$ cat config.mk
export PLATFORM = sky130hd
export DESIGN_NAME = parking_gate_controller
export DESIGN_NICKNAME = d
export VERILOG_FILES = /design/src/rtl/parking_gate_controller.sv
export SDC_FILE = /design/constraint.sdc
export NUM_CORES = 1
export LEC_CHECK = 0
export CAP_MARGIN = 30
export CORE_UTILIZATION = 50
export CTS_CLUSTER_SIZE = 20
export DETAILED_ROUTE_END_ITERATION = 8
export PLACE_DENSITY_LB_ADDON = 0.25
export RECOVER_POWER = 100
export SYNTH_ARGS = -nofsm -noshare
export SYNTH_HDL_FRONTEND = slang
export SYNTH_SLANG_ARGS = --single-unit
$ cat constraint.sdc
create_clock -name clk -period 5.2 [get_ports clk]
set_input_delay 1.04 -clock clk [delete_from_list [all_inputs] [get_ports clk]]
set_output_delay 1.04 -clock clk [all_outputs]
set_load 0.03 [all_outputs]
$ cat src/rtl/parking_gate_controller.sv
// Parking-lot sequencer: arbitrates entry/exit requests, owns the spot occupancy vector,
// allocates the lowest free spot and times the shared barrier gate.
module parking_gate_controller #(
    parameter int N_SPOTS          = 8,
    parameter int GATE_OPEN_CYCLES = 4,
    localparam int SPOT_W          = $clog2(N_SPOTS),
    localparam int CNT_W           = $clog2(N_SPOTS + 1)
) (
    input  logic              clk,
    input  logic              reset,
    input  logic              entry_req,
    input  logic              exit_req,
    input  logic [SPOT_W-1:0] exit_spot,
    output logic              entry_grant,
    output logic              entry_reject,
    output logic              exit_error,
    output logic [SPOT_W-1:0] assigned_spot,
    output logic              gate_open,
    output logic [N_SPOTS-1:0] occupancy,
    output logic [CNT_W-1:0]  parked_count,
    output logic              full
);

    localparam int GATE_W = (GATE_OPEN_CYCLES > 1) ? $clog2(GATE_OPEN_CYCLES) : 1;

    typedef enum logic [1:0] {
        IDLE       = 2'd0,
        ENTRY_GATE = 2'd1,
        EXIT_GATE  = 2'd2,
        HOLD       = 2'd3
    } state_t;

    state_t              state, state_next;
    logic [GATE_W-1:0]   gate_cnt, gate_cnt_next;
    logic                hold_exit, hold_exit_next;
    logic [N_SPOTS-1:0]  occupancy_next;
    logic [SPOT_W-1:0]   assigned_spot_next;
    logic [CNT_W-1:0]    parked_count_next;
    logic                grant_next, reject_next, error_next;

    function automatic logic [SPOT_W-1:0] lowest_free(input logic [N_SPOTS-1:0] occ);
        logic [SPOT_W-1:0] idx;
        idx = '0;
        for (int i = N_SPOTS - 1; i >= 0; i--) begin
            if (!occ[i]) idx = SPOT_W'(i);
        end
        return idx;
    endfunction

    function automatic logic [N_SPOTS-1:0] spot_mask(input logic [SPOT_W-1:0] spot);
        logic [N_SPOTS-1:0] m;
        m = '0;
        for (int i = 0; i < N_SPOTS; i++) begin
            if (SPOT_W'(i) == spot) m[i] = 1'b1;
        end
        return m;
    endfunction

    // Out-of-range spot numbers never match any mask bit, so they read as unoccupied.
    function automatic logic is_occupied(input logic [N_SPOTS-1:0] occ,
                                         input logic [SPOT_W-1:0]  spot);
        return |(occ & spot_mask(spot));
    endfunction

    function automatic logic [CNT_W-1:0] popcount(input logic [N_SPOTS-1:0] occ);
        logic [CNT_W-1:0] c;
        c = '0;
        for (int i = 0; i < N_SPOTS; i++) c = c + CNT_W'(occ[i]);
        return c;
    endfunction

    always_comb begin
        state_next         = state;
        gate_cnt_next      = gate_cnt;
        hold_exit_next     = hold_exit;
        occupancy_next     = occupancy;
        assigned_spot_next = assigned_spot;
        grant_next         = 1'b0;
        reject_next        = 1'b0;
        error_next         = 1'b0;
        case (state)
            IDLE: begin
                gate_cnt_next = '0;
                // Exit wins a tie: it frees space that the waiting entry may then use.
                if (exit_req) begin
                    hold_exit_next = 1'b1;
                    if (is_occupied(occupancy, exit_spot)) begin
                        occupancy_next = occupancy & ~spot_mask(exit_spot);
                        state_next     = EXIT_GATE;
                    end else begin
                        error_next = 1'b1;
                        state_next = HOLD;
                    end
                end else if (entry_req) begin
                    hold_exit_next = 1'b0;
                    if (!full) begin
                        occupancy_next     = occupancy | spot_mask(lowest_free(occupancy));
                        assigned_spot_next = lowest_free(occupancy);
                        grant_next         = 1'b1;
                        state_next         = ENTRY_GATE;
                    end else begin
                        reject_next = 1'b1;
                        state_next  = HOLD;
                    end
                end
            end
            ENTRY_GATE, EXIT_GATE: begin
                if (gate_cnt == GATE_W'(GATE_OPEN_CYCLES - 1)) begin
                    state_next = HOLD;
                end else begin
                    gate_cnt_next = gate_cnt + 1'b1;
                end
            end
            HOLD: begin
                if (hold_exit ? !exit_req : !entry_req) state_next = IDLE;
            end
            default: state_next = IDLE;
        endcase
        parked_count_next = popcount(occupancy_next);
    end

    always_ff @(posedge clk) begin
        if (reset) begin
            state         <= IDLE;
            gate_cnt      <= '0;
            hold_exit     <= 1'b0;
            occupancy     <= '0;
            assigned_spot <= '0;
            parked_count  <= '0;
            full          <= 1'b0;
            entry_grant   <= 1'b0;
            entry_reject  <= 1'b0;
            exit_error    <= 1'b0;
        end else begin
            state         <= state_next;
            gate_cnt      <= gate_cnt_next;
            hold_exit     <= hold_exit_next;
            occupancy     <= occupancy_next;
            assigned_spot <= assigned_spot_next;
            parked_count  <= parked_count_next;
            full          <= (parked_count_next == CNT_W'(N_SPOTS));
            entry_grant   <= grant_next;
            entry_reject  <= reject_next;
            exit_error    <= error_next;
        end
    end

    assign gate_open = (state == ENTRY_GATE) || (state == EXIT_GATE);

endmodule
==> results of run 1 <==
[cell type report]
class                   instances  area (µm²)
clock buffers                   4        36.3
fillers                       226         907
inverters                       9        33.8
multi-input cells             100         744
flip-flops and latches         24         480
well taps                      30        37.5
repair buffers                 26         260
[cells by family after synthesis]
logic type | synth area share
AOI/OAI and AO/OA | 0.161
xor gates and xnor gates | 0.00660
adders and majority gates | 0.126
buffers and inverters | 0.0433
DFF | 0.362
muxes | 0.0707
and+or+nand+nor | 0.230
[per-layer routing]
| layer | part of all wire | vias up |
|---|---|---|
| met4 | 0.014 | 0 |
| li1 | - | 544 |
| met1 | 0.45 | 506 |
| met5 | 0 | - |
| met2 | 0.47 | 43 |
| met3 | 0.068 | 6 |
[worst max-delay path: stages]
cell,delay (ns)
dlygate4sd3_1,0.64
nand4bb_1,0.35
nor2_1,0.26
a31oi_1,0.16
fa_1,0.53
inv_1,0.05
fa_1,0.47
fa_1,0.53
ha_1,0.17
inv_1,0.06
fa_1,0.39
xor2_1,0.15
nor2_1,0.05
[path summary, 6_finish.rpt]
check / startpoint / end / slack (ns) / depth (start not counted)
setup / recovery: exit_req / parked_count[2] / 0.52 / 13
hold reg to reg: assigned_spot[1] / assigned_spot[1] / 0.46 / 2
hold / removal: assigned_spot[1] / assigned_spot[1] / 0.46 / 2
setup reg to reg: state[0] / parked_count[2] / 1.25 / 14
[where the power goes]
group	internal, W	total [W]	switching (W)
clock	0.0000428	0.0000995	0.0000568
sequential	0.000204	0.000218	0.0000134
combinational	0.0000876	0.000212	0.000124
total	0.000335	0.000529	0.000194
[per-stage QoR]
stage	utilization	worst slack [ns]	std cells	instance area, µm²
3_3_place_gp	0.641	0.464	189	1600
5_1_grt	0.637	0.303	193	1590
2_1_floorplan	-	1.01	137	1330
6_report	0.637	0.525	193	1590
3_5_place_dp	0.641	0.423	189	1600
4_1_cts	0.655	0.723	193	1640
[cells in the final DEF, fill, tap and decap left out, drive strengths merged, types with 3 or more instances in the layout]
cell / Yosys / routed
a21oi: 11 / 11
a31oi: 3 / 3
clkbuf: 1 / 4
clkdlybuf4s50: 0 / 3
dfxtp: 24 / 24
dlygate4sd3: 0 / 23
fa: 4 / 4
ha: 7 / 7
inv: 9 / 9
mux2i: 3 / 3
nand2: 13 / 13
nor2: 21 / 21
nor2b: 4 / 4
nor3: 3 / 3
[Yosys cell counts (2+ instances only)]
| master | count | area [µm²] |
|---|---|---|
| and2b_1 | 2 | 15.0 |
| o221ai_1 | 2 | 17.5 |
| a22oi_1 | 2 | 15.0 |
| nor2b_1 | 4 | 25.0 |
| ha_1 | 7 | 87.6 |
| a31oi_1 | 3 | 18.8 |
| a21oi_1 | 10 | 50.1 |
| mux4_1 | 2 | 52.6 |
| nor2_1 | 21 | 78.8 |
| fa_1 | 4 | 80.1 |
| and3_1 | 2 | 12.5 |
| dfxtp_1 | 24 | 480 |
| mux2i_1 | 3 | 30.0 |
| a311oi_1 | 2 | 17.5 |
| nor4b_1 | 2 | 17.5 |
| inv_1 | 9 | 33.8 |
| nor3_1 | 2 | 10.0 |
| nand2_1 | 13 | 48.8 |
[flip-flops by register name, indices dropped and copies added (netlist names)]
signal / cells
full: 1
hold_exit: 1
assigned_spot: 3
occupancy: 8
exit_error: 1
gate_cnt: 2
entry_grant: 1
state: 2
parked_count: 4
entry_reject: 1
==> impl_metrics.json, run 1 <==
{
  "met3_usage": 0.0460,
  "cts-htree-levels": 1,
  "ir_drop_mv": 0.310,
  "fp.dieArea_um2": 2860,
  "syn_nets": 155,
  "async_flop_share": 0,
  "cts-root-buf": "clkbuf_4",
  "path_clk_slew_ns": 0.14,
  "cts_buffers": 3,
  "cts_resized": 0,
  "crit_fanout": 9,
  "dieWidth_um": 53.5,
  "slew_violations": 0,
  "critPathArrivalTime_ns": 4.86,
  "clk_path_buf_depth": 2,
  "min_period_ns": 4.68,
  "final_nets": 182,
  "status": "finished, final reports clean",
  "grt_use_total": 0.213,
  "synth_edf_count": 0,
  "use_met1": 0.262,
  "synth_cell_type_count": 41,
  "dp_hpwl_mm": 2.00,
  "fin_skew_ns": 0.00636,
  "relSlewSlack": 0.408,
  "synth_seq_cells": 24,
  "fp.coreArea_um2": 2500,
  "syn_to_final_growth_pct": 20.0,
  "fmax_ghz": 0.214,
  "worstMarginPinSlew_ns": 0.886,
  "synthesis.area_um2": 1330,
  "yosysWarningCount": 0,
  "cp-end-kind": "flip-flop",
  "post_cts_buffers": 0,
  "grt-busiest-layer": "met2",
  "grt_util_met2": 0.363,
  "fin_tns_setup_ns": 0,
  "p_leak_nw": 0.696,
  "clk_latency_ns": 0.31,
  "drt_iter0_drc": 25,
  "cap_violations": 0,
  "die_h_um": 53.5,
  "required_ns": 5.38,
  "antennaDiodeCount": 0,
  "rsz0062_at_grt": "false",
  "path_class": "primary input to flip-flop",
  "finalCritPeriodShare": 0.899,
  "post_drt_wl_per_cell_um": 13.7,
  "syn-instance-count": 137,
  "drt_wl_total_mm": 2.65,
  "finalHoldViolations": 0,
  "ctsHoldBuffers": 0,
  "p_total_w": 0.000529,
  "hold_ws_ns": 0.463,
  "grt-ovfl-total": 0,
  "synth-seq-area-share": 0.362,
  "drive_above_1_share": 0.0491,
  "dr.pass1.iters": 4,
  "cts_sinks": 24,
  "hp-class": "flip-flop to flip-flop",
  "setup_violations": 0,
  "route.detailed.drc": 0,
  "fp-row-count": 18,
  "vias_per_cell": 5.69,
  "gp_congestion": 0.873,
  "cts_tree": "yes",
  "io_pins": 27,
  "grt_max_degree": 24,
  "grt_pass1_wl_mm": 4.34,
  "start_kind": "primary input",
  "synth-main-ff-cell": "dfxtp_1",
  "port_buffers": 26,
  "grt_pass1_vias": 1001,
  "antenna_found_initial": 0,
  "via_count": 1099,
  "start_util": 0.531,
  "detail-route-antenna-nets": 0,
  "avgSynthCellArea_um2": 9.69,
  "power_density_nw_per_um2": 332
}
No activity file was read; power rests on OpenSTA's default activity.
==> run 2: changes to the inputs <==
CORE_UTILIZATION = 43   (was 50)
==> run 2 against run 1 <==
Against the previous run: the flow now finishes with violations (design-rule violations); register-to-register slack about the same; first-iteration DRC count up 110%; cell count up 0.52%; count of clock-buffer cells in the layout unchanged; critical path type unchanged; setup slack worse by 0.0070 ns; maximum frequency down 0.15%; global-route usage down 2.2 points.
==> impl_metrics.json, run 2 (synthesis gave the netlist of run 1 again) <==
{
  "status": "complete, but fails checks",
  "violations": "design-rule violations",
  "cap_violations": 0,
  "drt_wl_total_mm": 2.84,
  "met3_usage": 0.0295,
  "start_util": 0.469,
  "post_drt_wl_per_cell_um": 14.7,
  "seqPwrFrac": 0.409,
  "cts-htree-levels": 1,
  "grt-busiest-layer": "met2",
  "power_density_nw_per_um2": 333,
  "detail-route-antenna-nets": 0,
  "required_ns": 5.38,
  "clk_path_buf_depth": 2,
  "relSlewSlack": 0.424,
  "die_h_um": 57.6,
  "drt_iter0_drc": 52,
  "port_buffers": 26,
  "ir_drop_mv": 0.203,
  "route.detailed.drc": 3,
  "grt_pass1_wl_mm": 4.80,
  "cts_resized": 0,
  "finalHoldViolations": 0,
  "dieWidth_um": 57.6,
  "fp-row-count": 19,
  "slew_violations": 0,
  "antenna_found_initial": 0,
  "via_count": 1133,
  "multi_input_comb_area_um2": 744,
  "crit_fanout": 9,
  "cts-root-buf": "clkbuf_4",
  "grt_max_degree": 24,
  "grt-ovfl-total": 0,
  "fp.coreArea_um2": 2830,
  "rrSetupSlack_ns": 1.25,
  "cts_sinks": 24,
  "final_nets": 182,
  "fin_tns_setup_ns": 0,
  "grt_util_met2": 0.304,
  "vias_per_cell": 5.84,
  "p_leak_nw": 0.696,
  "gp_congestion": 0.889,
  "regArea_um2": 480,
  "top_register": "occupancy",
  "grt_pass1_vias": 1079,
  "largest_register_ffs": 8,
  "path_class": "primary input to flip-flop",
  "clk_latency_ns": 0.32,
  "path_clk_slew_ns": 0.14,
  "fmax_ghz": 0.214,
  "dp_hpwl_mm": 2.13,
  "mostFrequentLayoutCell": "dfxtp_1",
  "fp.dieArea_um2": 3310,
  "ctsHoldBuffers": 0,
  "clkPwrFrac": 0.190,
  "switching_share": 0.369,
  "p_comb_frac": 0.401,
  "post_cts_buffers": 0,
  "n_fill_cell": 263,
  "syn_to_final_growth_pct": 20.1,
  "switchingPower_w": 0.000196,
  "final_cell_mix": "24 x dfxtp_1, 23 x dlygate4sd3_1, 21 x nor2_1",
  "reg_top3": "occupancy (8), parked_count (4), assigned_spot (3)",
  "placed_area_um2": 1600,
  "drive_above_1_share": 0.0491,
  "rsz0062_at_grt": "false",
  "design_area_um2": 1590,
  "p_int_w": 0.000335,
  "finalCritPeriodShare": 0.900,
  "dr.pass1.iters": 6,
  "cts_tree": "yes",
  "cts_buffers": 3,
  "start_kind": "primary input",
  "setup_violations": 0,
  "grt_use_total": 0.190,
  "min_period_ns": 4.68,
  "hp-class": "flip-flop to flip-flop",
  "cp-end-kind": "flip-flop",
  "fin_skew_ns": 0.00668,
  "antennaDiodeCount": 0,
  "io_pins": 27,
  "worstMarginPinSlew_ns": 0.862,
  "critPathArrivalTime_ns": 4.87,
  "use_met1": 0.252
}
## run 2: cell counts in the layout (fill, tap and decap cells not counted)
Identical to the previous run, type by type.
## run 2: path summary, 6_finish.rpt
check,start,endpoint,cells past startpoint
setup / recovery,exit_req,parked_count[2],13
hold / removal,assigned_spot[1],assigned_spot[1],2
setup reg to reg,state[0],parked_count[2],14
hold reg to reg,assigned_spot[1],assigned_spot[1],2
## run 2: power groups by stage
stage          logic [W]  registers, W  clock network, W
2_1_floorplan   0.000173      0.000231                 0
5_1_grt         0.000241      0.000221          0.000115
4_1_cts         0.000242      0.000218          0.000106
3_5_place_dp    0.000241      0.000222                 0
3_3_place_gp    0.000235      0.000221                 0
6_report        0.000213      0.000217          0.000101
## run 2: layer usage
metal | routed length (µm) | vias up
li1 | - | 547
met4 | 27 | 0
met2 | 1360 | 41
met1 | 1300 | 539
met5 | 0 | -
met3 | 154 | 6
## run 2: worst max-delay path, stage by stage
cell,delay [ns]
dlygate4sd3_1,0.64
nand4bb_1,0.35
nor2_1,0.25
a31oi_1,0.16
fa_1,0.53
inv_1,0.05
fa_1,0.48
fa_1,0.52
ha_1,0.19
inv_1,0.06
fa_1,0.39
xor2_1,0.15
nor2_1,0.05
## run 2: per-stage QoR
stage                     std cells  utilization  total power (W)  worst slack [ns]  hold WS (ns)
after global placement          190        0.567         0.000456             0.450         0.448
after detailed placement        190        0.567         0.000463             0.372         0.471
after global routing            194        0.563         0.000577             0.347         0.512
after floorplan                 137            -         0.000404              1.01         0.443
final                           194        0.563         0.000531             0.518         0.482
after CTS                       194        0.579         0.000566             0.711         0.488
## run 2: final cells by class
class,count,share of cell area
Sequential cell,24,0.301
Tap cell,31,0.0243
Clock buffer,4,0.0228
Multi-Input combinational cell,100,0.467
Timing Repair Buffer,26,0.163
Inverter,9,0.0212
==> run 3: changes to the inputs <==
SLEW_MARGIN = 10   (was default)
==> results of run 3 <==
No change in the layout: final DEF, timing and power equal those of run 2.
